<file path="src/rtl/mux2_rr_arbiter.sv">
// Two-requester round-robin arbiter driving a shared, registered 2:1 data mux with a hold limit.
// Optional grant-entry counters are enabled by defining MUX2_RR_ARBITER_STATS_EN.
module mux2_rr_arbiter #(
    parameter int DATA_W   = 8,
    parameter int MAX_HOLD = 4
) (
    input  logic              clk_i,
    input  logic              rst_i,
    input  logic [1:0]        req_i,
    input  logic [DATA_W-1:0] din0_i,
    input  logic [DATA_W-1:0] din1_i,
    output logic [1:0]        gnt_o,
    output logic              sel_o,
    output logic [DATA_W-1:0] out_o,
    output logic              out_vld_o
`ifdef MUX2_RR_ARBITER_STATS_EN
    ,
    output logic [15:0]       gnt_cnt0_o,
    output logic [15:0]       gnt_cnt1_o
`endif
);

    typedef enum logic [1:0] {
        IDLE = 2'd0,
        G0   = 2'd1,
        G1   = 2'd2
    } state_t;

    localparam logic [7:0] HOLD_LAST = 8'(MAX_HOLD - 1);

    state_t              state_q, state_d;
    logic [7:0]          hold_q, hold_d;
    logic                last_q, last_d;
    logic [1:0]          gnt_q, gnt_d;
    logic                sel_q, sel_d;
    logic [DATA_W-1:0]   out_q, out_d;
    logic                vld_q, vld_d;

    // Next-state and hold-counter logic; hold_cnt restarts on every state change.
    always_comb begin
        state_d = state_q;
        hold_d  = 8'd0;
        case (state_q)
            IDLE: begin
                case (req_i)
                    2'b01:   state_d = G0;
                    2'b10:   state_d = G1;
                    2'b11:   state_d = last_q ? G0 : G1;
                    default: state_d = IDLE;
                endcase
            end
            G0: begin
                if (!req_i[0]) begin
                    state_d = req_i[1] ? G1 : IDLE;
                end else if (hold_q == HOLD_LAST) begin
                    state_d = req_i[1] ? G1 : G0;
                end else begin
                    hold_d = hold_q + 8'd1;
                end
            end
            G1: begin
                if (!req_i[1]) begin
                    state_d = req_i[0] ? G0 : IDLE;
                end else if (hold_q == HOLD_LAST) begin
                    state_d = req_i[0] ? G0 : G1;
                end else begin
                    hold_d = hold_q + 8'd1;
                end
            end
            default: state_d = IDLE;
        endcase
    end

    // Output decode from the next state so gnt/sel line up with the state register.
    always_comb begin
        case (state_d)
            G0:      begin gnt_d = 2'b01; sel_d = 1'b0;  last_d = 1'b0;   end
            G1:      begin gnt_d = 2'b10; sel_d = 1'b1;  last_d = 1'b1;   end
            default: begin gnt_d = 2'b00; sel_d = sel_q; last_d = last_q; end
        endcase
    end

    // Datapath capture uses the current owner; out holds when nothing valid is captured.
    always_comb begin
        vld_d = ((state_q == G0) && req_i[0]) || ((state_q == G1) && req_i[1]);
        if (vld_d) begin
            out_d = (state_q == G1) ? din1_i : din0_i;
        end else begin
            out_d = out_q;
        end
    end

    // Grant FSM and all registered outputs.
    always_ff @(posedge clk_i or posedge rst_i) begin
        if (rst_i) begin
            state_q <= IDLE;
            hold_q  <= 8'd0;
            last_q  <= 1'b1;
            gnt_q   <= 2'b00;
            sel_q   <= 1'b0;
            out_q   <= '0;
            vld_q   <= 1'b0;
        end else begin
            state_q <= state_d;
            hold_q  <= hold_d;
            last_q  <= last_d;
            gnt_q   <= gnt_d;
            sel_q   <= sel_d;
            out_q   <= out_d;
            vld_q   <= vld_d;
        end
    end

    assign gnt_o     = gnt_q;
    assign sel_o     = sel_q;
    assign out_o     = out_q;
    assign out_vld_o = vld_q;

`ifdef MUX2_RR_ARBITER_STATS_EN
    logic [15:0] cnt0_q, cnt1_q;
    logic        enter_g0_s, enter_g1_s;

    assign enter_g0_s = (state_d == G0) && (state_q != G0);
    assign enter_g1_s = (state_d == G1) && (state_q != G1);

    // Saturating entry counters; a hold restart within the same state is not an entry.
    always_ff @(posedge clk_i or posedge rst_i) begin
        if (rst_i) begin
            cnt0_q <= 16'd0;
            cnt1_q <= 16'd0;
        end else begin
            if (enter_g0_s && (cnt0_q != 16'hFFFF)) begin
                cnt0_q <= cnt0_q + 16'd1;
            end
            if (enter_g1_s && (cnt1_q != 16'hFFFF)) begin
                cnt1_q <= cnt1_q + 16'd1;
            end
        end
    end

    assign gnt_cnt0_o = cnt0_q;
    assign gnt_cnt1_o = cnt1_q;
`endif

endmodule

</file>
<file path="config.mk">
export PLATFORM = sky130hd
export DESIGN_NAME = mux2_rr_arbiter
export DESIGN_NICKNAME = d
export VERILOG_FILES = /design/src/rtl/mux2_rr_arbiter.sv
export SDC_FILE = /design/constraint.sdc
export NUM_CORES = 1
export LEC_CHECK = 0
export BUFFER_PORTS_ARGS = -buffer_cell sky130_fd_sc_hd__clkbuf_2
export CAP_MARGIN = 20
export CORE_AREA = 10 10 60 62
export DETAILED_ROUTE_END_ITERATION = 7
export DIE_AREA = 0 0 70 72
export PLACE_DENSITY = 0.74
export REMOVE_ABC_BUFFERS = 1
export SLEW_MARGIN = 20
export SYNTH_ARGS = -nofsm -noshare
export SYNTH_HDL_FRONTEND = slang
export SYNTH_SLANG_ARGS = --single-unit
export TNS_END_PERCENT = 1
</file>
<file path="constraint.sdc">
create_clock -name clk_i -period 4.2 [get_ports clk_i]
set_input_delay 1.05 -clock clk_i [delete_from_list [all_inputs] [get_ports clk_i]]
set_output_delay 1.05 -clock clk_i [all_outputs]
set_load 0.005 [all_outputs]
</file>
-- Word-level counts from Yosys, hierarchy flattened
Cells that the tools add are included.
- add/subtract/negate cells: 1
- equality and inequality tests: 8
- muxes and demuxes: 18
- reductions and logical operators: 5
- operators with widths (operator ; number):
    8-bit two-way mux ; 4
    2-bit two-way mux ; 8
    8-bit case mux with 2 select lines ; 1
    2-bit case mux with 3 select lines ; 2
    8-bit by 1-bit adder with 8-bit output (second input constant) ; 1
    2-bit equality test (second input constant) ; 4
    8-bit by 2-bit equality test with 1-bit output (second input constant) ; 1
    2-bit by 1-bit equality test with 1-bit output (second input constant) ; 3
    2-bit case mux with 2 select lines ; 1
    1-bit logical AND ; 2
    2-bit logical NOT ; 1
    1-bit case mux with 2 select lines ; 1
    2-bit nonzero test ; 1
    1-bit logical OR ; 1
    1-bit two-way mux ; 1
- flip-flop bits (word level): 23
- input port bits: 20
- output and inout bits: 12
- logic and storage cells: 39

-- Longest topological paths before layout
Gate-level depths: netlist of the first run.
- depth after elaboration: 6
- gate-level depth with buffers: 9
- depth with buffers taken out: 9

-- Least setup slack after synthesis of the first run
OpenSTA, ideal clock, no wires.
- path kind: input to register
- start point: input req_i[1]
- end point: register sel_q (netlist: sel_o)
- setup time: 0.065 ns
- arrival: 2.185 ns
- required time: 4.135 ns
- slack: 1.950 ns
- stages on the path: 6
- buffers on the path: 0
- cell sequence: and3_2 -> o31a_1 -> a31o_2 -> ha_1 -> nand2b_1 -> nand2_1
- word-level cells in the longest chain between the ends: 6
- elaborated cells on any way between the ends: 14
- ends and longest elaborated chain (what ; RTL line ; source):
    start, declared ; 9 ; input logic [1:0] req_i,
    2-bit two-way mux ; 56 ; state_d = req_i[1] ? G1 : G0;
    2-bit two-way mux ; 55 ; end else if (hold_q == HOLD_LAST) begin
    2-bit two-way mux ; 53 ; if (!req_i[0]) begin
    2-bit case mux with 3 select lines * ; 43 ; case (state_q)
    2-bit equality test or 2-bit by 1-bit equality test with 1-bit output (tied branches) ; 76 ; case (state_d)
    1-bit case mux with 2 select lines or 2-bit nonzero test (tied branches) ; - ;
    end signal, assigned ; 108 ; sel_q <= sel_d;
    end, declared ; 35 ; logic sel_q, sel_d;
Every way passes the cells marked *; elsewhere a longest branch is shown, timed or not.
A chain may end at the register's enable or synchronous reset.

-- Final worst setup path of the first run
- start point: register state_q[0]
- end point: register sel_q (netlist: sel_o)
- elaborated cells on any way between the ends: 12
- RTL lines (what ; RTL line ; source):
    start, declared ; 31 ; state_t state_q, state_d;
    start signal, assigned ; 104 ; state_q <= state_d;
    2-bit equality test (tied with other cells) ; 43 ;
    2-bit case mux with 3 select lines * ; 43 ;
    via state_d[1] ; 31 ;
    2-bit equality test or 2-bit by 1-bit equality test with 1-bit output (tied branches) ; 76 ;
    1-bit case mux with 2 select lines or 2-bit nonzero test (tied branches) ; - ;
Mark *: on every way through the listed nets, which the timed path passes. The rest lies on a longest branch.

==> results of run 1 <==
worst max-delay path, cell delays in order (launching register included):
cell	delay [ns]
dfrtp_1	0.46
inv_1	0.11
ha_1	0.54
o21ai_0	0.15
a221o_1	0.33
a21oi_1	0.18
ha_1	0.28
nand2b_1	0.17
nand2_1	0.06
routing by layer:
layer / track usage [%] / vias up / part of all wire, %
met4: 5.70 / 0 / 1.7
met3: 4.35 / 6 / 8.5
met5: 0 / - / 0
met2: 16.9 / 36 / 46
met1: 11.3 / 428 / 44
li1: - / 456 / -
power by group through the flow:
stage / logic (mW) / clock network [mW] / registers [mW]
5_1_grt: 0.354 / 0.115 / 0.346
3_5_place_dp: 0.312 / 0 / 0.339
3_3_place_gp: 0.301 / 0 / 0.336
2_1_floorplan: 0.194 / 0 / 0.338
4_1_cts: 0.312 / 0.107 / 0.337
6_report: 0.305 / 0.103 / 0.337
cells in the mapped netlist:
cell type / count / share of area [%]
xor2_1: 5 / 3.7
nand2_2: 1 / 0.54
and3_2: 2 / 1.3
a221o_1: 1 / 0.86
ha_1: 7 / 7.5
inv_1: 7 / 2.2
mux2i_1: 8 / 6.8
o211ai_1: 1 / 0.64
nand2_1: 17 / 5.5
o31a_1: 1 / 0.75
nor4_4: 1 / 1.8
o22ai_1: 1 / 0.54
o21ai_0: 9 / 3.8
nand3_1: 6 / 2.6
nand2b_1: 1 / 0.54
nor3b_2: 1 / 1.1
a21o_1: 2 / 1.3
a21oi_1: 2 / 0.86
and3_1: 1 / 0.54
and2_1: 1 / 0.54
dfrtp_1: 22 / 47
a31o_2: 1 / 0.75
nand4_1: 1 / 0.54
dfstp_2: 1 / 2.2
and4_2: 1 / 0.86
a31oi_1: 1 / 0.54
nor2_1: 9 / 2.9
xnor2_1: 1 / 0.75
clkbuf_1: 3 / 0.96
kinds of logic (layout without fill, tap and decap cells):
kind of cell / count (synthesis) / count (layout) / synth area share [%]
and+or+nand+nor: 42 / 42 / 18.6
buffers and inverters: 10 / 42 / 3.21
xor gates and xnor gates: 6 / 6 / 4.49
DFF: 23 / 23 / 49.3
muxes: 8 / 8 / 6.85
AOI/OAI and AO/OA: 19 / 19 / 10.1
adders and majority gates: 7 / 7 / 7.49
state kept, by name, indices dropped and copies added (netlist names):
name and flops:
gnt_o 2, hold_q 8, last_q 1, out_o 8
out_vld_o 1, sel_o 1, state_q 2
final cells by class:
cell class                 count  area [um2]
inverter                       7        26.3
multi-input combinational     82         556
sequential                    23         577
clock buffer                   4        26.3
fill                         230        1050
tap                           30        37.5
timing repair buffer          31         155
through the flow:
stage / hold slack (ns) / instance area [um2] / power (mW) / std cells / utilization, %
finish: 0.495 / 1380 / 0.746 / 177 / 56.6
global route: 0.519 / 1380 / 0.815 / 177 / 56.6
global placement: 0.462 / 1350 / 0.636 / 173 / 55.6
CTS: 0.496 / 1380 / 0.756 / 177 / 56.6
detailed placement: 0.473 / 1350 / 0.652 / 173 / 55.6
floorplan: 0.446 / 1160 / 0.533 / 112 / -
worst max-delay path by stage:
| stage | startpoint | end | slack (ns) | depth (start not counted) |
|---|---|---|---|---|
| floorplan | req_i[1] | sel_o$_DFFE_PP0P_ | 1.95 | 6 |
| global placement | req_i[1] | sel_o$_DFFE_PP0P_ | 1.73 | 8 |
| detailed placement | req_i[1] | sel_o$_DFFE_PP0P_ | 1.67 | 8 |
| CTS | state_q[0]$_DFF_PP0_ | sel_o$_DFFE_PP0P_ | 1.86 | 8 |
| global route | state_q[0]$_DFF_PP0_ | sel_o$_DFFE_PP0P_ | 1.69 | 8 |
| finish | state_q[0]$_DFF_PP0_ | sel_o$_DFFE_PP0P_ | 1.86 | 8 |
==> out/metrics.cfg, run 1 <==
[timing]
setup_slack_ns=1.86
tightest_slew_ns=0.872
period_needed_ns=2.34
grt_setup_unrepaired=false
fmax_mhz=428
finalSetupViolCount=0
fin_skew_ns=0.00583
slew_headroom_pct=41.8
finalSetupTns_ns=0
slew_violations=0
finalHoldViolCount=0
fin_crit_sh_pct=55.6

[critical_path]
end_kind=register
r2r_slack_ns=1.86
r2r_end=sel_o$_DFFE_PP0P_
reg2regPathDepth=8
rr_startpoint=state_q[0]$_DFF_PP0_
crit_type=reg -> reg
crit_required_ns=4.46
arrival_ns=2.60
crit_fanout=12
start_kind=register

[cts]
cts.sinks=23
insertion_delay_ns=0.31
postCtsSetupRepairBufs=0
cts_made_buffers=3
cts_tree=yes
htreeDepth=1
ctsResizeCount=0
clockBufferDepth=2
clk_pin_slew_ns=0.13
ctsHoldBuffers=0
cts-root-buf=clkbuf_4

[synth]
synthCells=115
ys_ff_latch=23
avgSynthCellArea_um2=10.2
ys_types=29
syn_area_um2=1170
ys_warn_count=0
synth_seq_area_share_pct=49.3

[floorplanning]
ios=32
rows=18
die_area_um2=5040
die_x_um=70
start_util_pct=48.1
coreArea_um2=2430
die_h_um=72

[pwr]
p_sw_mw=0.278
peakVddDrop_v=0.000348
power_frac_seq_pct=45.2
comb_power_share_pct=41.0
power.internal_mw=0.468
pwr-share-clk_pct=13.8
p_per_area_nw_per_um2=541
p_leak_nw=0.709
switching_share_pct=37.2

[global_route]
antenna_found_initial=0
grt_pass1_wl_mm=4.32
grt_pass1_vias=970
grt_use_total_pct=10.4
grt_overflow=0
grt_max_degree=24

[placement]
dp_hpwl_mm=1.97
portBuffers=31
gp_congestion=0.952
pre_cts_ws_ns=1.67

[detailed_routing]
antenna_left=0
vias=926
viasPerCell=5.23
drc=0
first_pass_iters=5
wl_mm=2.52
drt_iter0_drc=40
wl_per_cell_um=14.2

[final_layout]
layout_commonest_cell=clkbuf_2
drive_above_1_share_pct=28.6
syn2layout_area_growth_pct=17.8
antenna_cells=0
final_nets=175
layout_common_cells=clkbuf_2, dfrtp_1, nand2_1

[hold_path]
hold_start=last_q$_DFFE_PP1P_
holdPathStages=2
hold_path_end=last_q$_DFFE_PP1P_
worst_hold_path_type=reg -> reg

[outcome]
status=finished, final reports clean

[flow_run]
drv_cap=0

No activity file was read; power rests on OpenSTA's default activity.
==> run 2: changes to the inputs <==
Settings changed: CORE_AREA 10 10 60 62 to 10 10 62 64, DIE_AREA 0 0 70 72 to 0 0 72 74, PLACE_DENSITY 0.74 to 0.72.
Clock period 4.2 ns to 1.9 ns, I/O delays scaled along.
==> out/metrics.cfg, run 2 (synthesis results as in run 1) <==
[critical_path]
start_kind=register
end_kind=register
max_stage_delay_ns=0.42
cp_slowest_cell=dfrtp_1
crit_required_ns=2.13
reg2regPathDepth=8
arrival_ns=2.20
crit_type=reg -> reg
path_cells=nor4_4 -> buf_4 -> and4_4 -> a221o_1 -> a21oi_4 -> ha_4 -> nand2b_4 -> nand2_2
crit_fanout=3
r2r_slack_ns=-0.06

[timing]
finalHoldViolCount=0
slew_violations=0
finalSetupViolCount=2
grt_setup_unrepaired=true
fin_crit_sh_pct=103
finalSetupTns_ns=-0.123
fin_skew_ns=0.0147
period_needed_ns=1.96
fmax_mhz=509
tightest_slew_ns=0.320
slew_headroom_pct=78.5
setup_slack_ns=-0.0642

[global_route]
grt_use_total_pct=10.8
grt_max_degree=24
grt_pass1_vias=1126
grt_overflow=0
grt_pass1_wl_mm=4.77
antenna_found_initial=0

[placement]
gp_congestion=0.919
post_dp_cell_area_um2=1500
portBuffers=31
dp_hpwl_mm=2.15
dp_cells=194

[detailed_routing]
drt_iter0_drc=24
wl_mm=2.71
wl_per_cell_um=13.6
antenna_left=0
drc=0
viasPerCell=4.89
vias=973
first_pass_iters=4

[floorplanning]
die_h_um=74
ios=32
coreArea_um2=2660
start_util_pct=43.9
rows=19
die_x_um=72
die_area_um2=5330

[pwr]
p_per_area_nw_per_um2=1180
total_power_mw=1.88
peakVddDrop_v=0.000991
p_leak_nw=0.818

[cts]
clk_pin_slew_ns=0.13
cts_tree=yes
clockBufferDepth=2
insertion_delay_ns=0.32
cts_made_buffers=3
cts-root-buf=clkbuf_4
ctsHoldBuffers=0
cts.sinks=23
htreeDepth=1

[final_layout]
stdcell_count=199
final_core_util_pct=59.5
layout_common_cells=clkbuf_2, dfrtp_1, buf_4
final_nets=196
finalInstanceArea_um2=1590
antenna_cells=0
syn2layout_area_growth_pct=35.5
drive_above_1_share_pct=41.1
layout_commonest_cell=clkbuf_2

[outcome]
violations=negative setup slack
status=complete, but fails checks

[hold_path]
worst_hold_path_type=in -> async

[flow_run]
drv_cap=0

run 2: layer usage:
layer,global-route usage (%),routed length (um)
met4,4.30,33
met1,11.2,1160
met2,19.7,1360
met3,3.59,167
met5,0,0
run 2: layout make-up:
cell class | count | area, um2
well taps | 31 | 38.8
repair buffers | 52 | 313
flip-flops and latches | 23 | 577
multi-input cells | 82 | 604
fillers | 228 | 1080
clock buffers | 4 | 26.3
inverters | 7 | 26.3
run 2: report_power, final:
| group | internal, mW | total [mW] | switching, mW |
|---|---|---|---|
| sequential | 0.648 | 0.728 | 0.0795 |
| clock | 0.0822 | 0.229 | 0.147 |
| combinational | 0.465 | 0.919 | 0.454 |
| total | 1.20 | 1.88 | 0.681 |
run 2: through the flow:
| stage | setup slack [ns] | hold WS (ns) |
|---|---|---|
| floorplan | -0.159 | 0.446 |
| finish | -0.0642 | 0.147 |
| detailed placement | -0.153 | 0.470 |
| global placement | -0.122 | 0.461 |
| CTS | -0.129 | 0.159 |
| global route | -0.147 | 0.155 |
run 2: timing repair:
action                                  CTS  global route
endpoints found under the setup margin    2             3
setup buffers                             1             0
gates resized for setup                   4             5
pin swaps                                 5             3
run 2: worst paths after layout:
| path | startpoint | end |
|---|---|---|
| worst min-delay path | rst_i | hold_q[1]$_DFF_PP0_ |
| worst max register to register | hold_q[6]$_DFF_PP0_ | sel_o$_DFFE_PP0P_ |
| worst max-delay path | hold_q[6]$_DFF_PP0_ | sel_o$_DFFE_PP0P_ |
| worst min register to register | out_o[3]$_DFFE_PP0P_ | out_o[3]$_DFFE_PP0P_ |
| max in group asynchronous | rst_i | last_q$_DFFE_PP1P_ |
| min in group clk_i | din0_i[4] | out_o[4]$_DFFE_PP0P_ |
run 2: worst max-delay path: cells and delay by family (launching register included):
| kind | cells | cell delay (ns) |
|---|---|---|
| AO/OA/AOI/OAI | 2 | 0.27 |
| adder cells (fa/ha/maj) | 1 | 0.28 |
| buffers and inverters | 1 | 0.18 |
| flip-flops | 1 | 0.42 |
| AND/OR/NAND/NOR | 4 | 0.74 |
==> run 3: changes to the inputs <==
Settings changed: CORE_AREA 10 10 62 64 to 10 10 60 62, DIE_AREA 0 0 72 74 to 0 0 70 72, PLACE_DENSITY 0.72 to 0.74.
Clock period 1.9 ns to 1.81 ns, I/O delays scaled along.
==> out/metrics.cfg, run 3 (synthesis results as in run 1) <==
[outcome]
status=complete, but fails checks
violations=negative setup slack

[placement]
gp_congestion=0.906
pre_cts_ws_ns=-0.270
dp_hpwl_mm=2.29
dp_cells=194
portBuffers=31

[pwr]
comb_power_share_pct=49.6
total_power_mw=1.99
pwr-share-clk_pct=11.9
peakVddDrop_v=0.000879
power.internal_mw=1.26
p_leak_nw=0.845
p_per_area_nw_per_um2=1230
power_frac_seq_pct=38.5
switching_share_pct=36.4
p_sw_mw=0.722

[floorplanning]
die_h_um=72
die_x_um=70
die_area_um2=5040
coreArea_um2=2430
start_util_pct=48.1
rows=18
ios=32

[timing]
tightest_slew_ns=0.491
fin_crit_sh_pct=111
finalHoldViolCount=0
setup_slack_ns=-0.202
period_needed_ns=2.01
slew_violations=0
fin_skew_ns=0.00143
grt_setup_unrepaired=true
slew_headroom_pct=67.2
finalSetupViolCount=2
fmax_mhz=497

[cts]
cts_made_buffers=3
cts.sinks=23
clockBufferDepth=2
cts_tree=yes
cts-root-buf=clkbuf_4
ctsHoldBuffers=0
htreeDepth=1
insertion_delay_ns=0.31
clk_pin_slew_ns=0.12

[critical_path]
r2r_end=sel_o$_DFFE_PP0P_
crit_buf_inv=1
max_stage_delay_ns=0.43
cp_slowest_cell=dfrtp_1
path_cells=nor4_4 -> nand2_2 -> buf_6 -> a21o_1 -> a31o_2 -> ha_4 -> nand2b_4 -> nand2_1
reg2regPathDepth=8
arrival_ns=2.23
r2r_slack_ns=-0.20
crit_type=reg -> reg
rr_startpoint=hold_q[6]$_DFF_PP0_
end_kind=register
start_kind=register
crit_required_ns=2.03
cp_top_family=simple AND/OR/NAND/NOR gates
crit_fanout=3

[global_route]
antenna_found_initial=0
grt_max_degree=17
grt_overflow=0
grt_pass1_wl_mm=5.12
grt_pass1_vias=1138
grt_use_total_pct=12.2

[detailed_routing]
wl_per_cell_um=14.8
first_pass_iters=5
antenna_left=0
wl_mm=3.01
drt_iter0_drc=59
vias=1040
viasPerCell=5.12
drc=0

[hold_path]
worst_hold_path_type=in -> async

[final_layout]
final.fill_count=191
final_core_util_pct=66.5
antenna_cells=0
layout_commonest_cell=clkbuf_2
layout_common_cells=clkbuf_2, buf_4, dfrtp_1
stdcell_count=203
final_nets=201
syn2layout_area_growth_pct=38.2
drive_above_1_share_pct=42.8

[flow_run]
drv_cap=0

-- run 3: worst max path at each step --
stage | start | to | slack [ns] | cells after the start
after floorplan | hold_q[0]$_DFF_PP0_ | sel_o$_DFFE_PP0P_ | -0.25 | 8
after global placement | hold_q[0]$_DFF_PP0_ | sel_o$_DFFE_PP0P_ | -0.19 | 8
after detailed placement | hold_q[0]$_DFF_PP0_ | last_q$_DFFE_PP1P_ | -0.27 | 8
after CTS | hold_q[3]$_DFF_PP0_ | sel_o$_DFFE_PP0P_ | -0.19 | 8
after global routing | hold_q[6]$_DFF_PP0_ | sel_o$_DFFE_PP0P_ | -0.26 | 8
final | hold_q[6]$_DFF_PP0_ | sel_o$_DFFE_PP0P_ | -0.20 | 8
-- run 3: metrics by stage --
step | TNS [ns] | hold slack, ns | instance area [um2]
after floorplan | -0.497 | 0.446 | 1160
after global placement | -0.383 | 0.461 | 1510
after detailed placement | -0.534 | 0.471 | 1510
after global routing | -0.611 | 0.148 | 1620
after CTS | -0.370 | 0.127 | 1600
final | -0.386 | 0.120 | 1620
-- run 3: worst register-to-register path, delay by kind of cell (launching register included) --
kind | cells | cell delay [ns]
DFF | 1 | 0.43
AOI/OAI and AO/OA | 2 | 0.42
adders and majority gates | 1 | 0.27
and+or+nand+nor | 4 | 0.66
buffers and inverters | 1 | 0.13
-- run 3: power by group through the flow --
stage | clock [mW] | sequential (mW) | combinational (mW)
3_3_place_gp | 0 | 0.767 | 0.815
6_report | 0.236 | 0.766 | 0.986
4_1_cts | 0.242 | 0.764 | 0.957
3_5_place_dp | 0 | 0.774 | 0.862
5_1_grt | 0.259 | 0.784 | 1.12
2_1_floorplan | 0 | 0.785 | 0.451
-- run 3: metal layers --
metal	vias up	global-route usage, %	wire length, um
met5	-	0	0
met4	0	4.17	30
met3	6	5.85	363
met2	48	22.6	1480
met1	478	11.5	1140
li1	508	-	-
-- run 3: repair_timing --
item                                    4_1_cts  5_1_grt
hold endpoints to repair                      0        0
resized for setup                             6        2
endpoints found under the setup margin        3        5
buffers inserted                              3        2
pin swaps                                     8        3
-- run 3: layout make-up --
cell class                      instances  area [um2]  area share (%)
Multi-Input combinational cell         82         591            36.5
Timing Repair Buffer                   57         358            22.1
Inverter                                7        26.3            1.63
Clock inverter                          1        5.00           0.310
Tap cell                               30        37.5            2.32
Clock buffer                            3        22.5            1.39
Sequential cell                        23         577            35.7
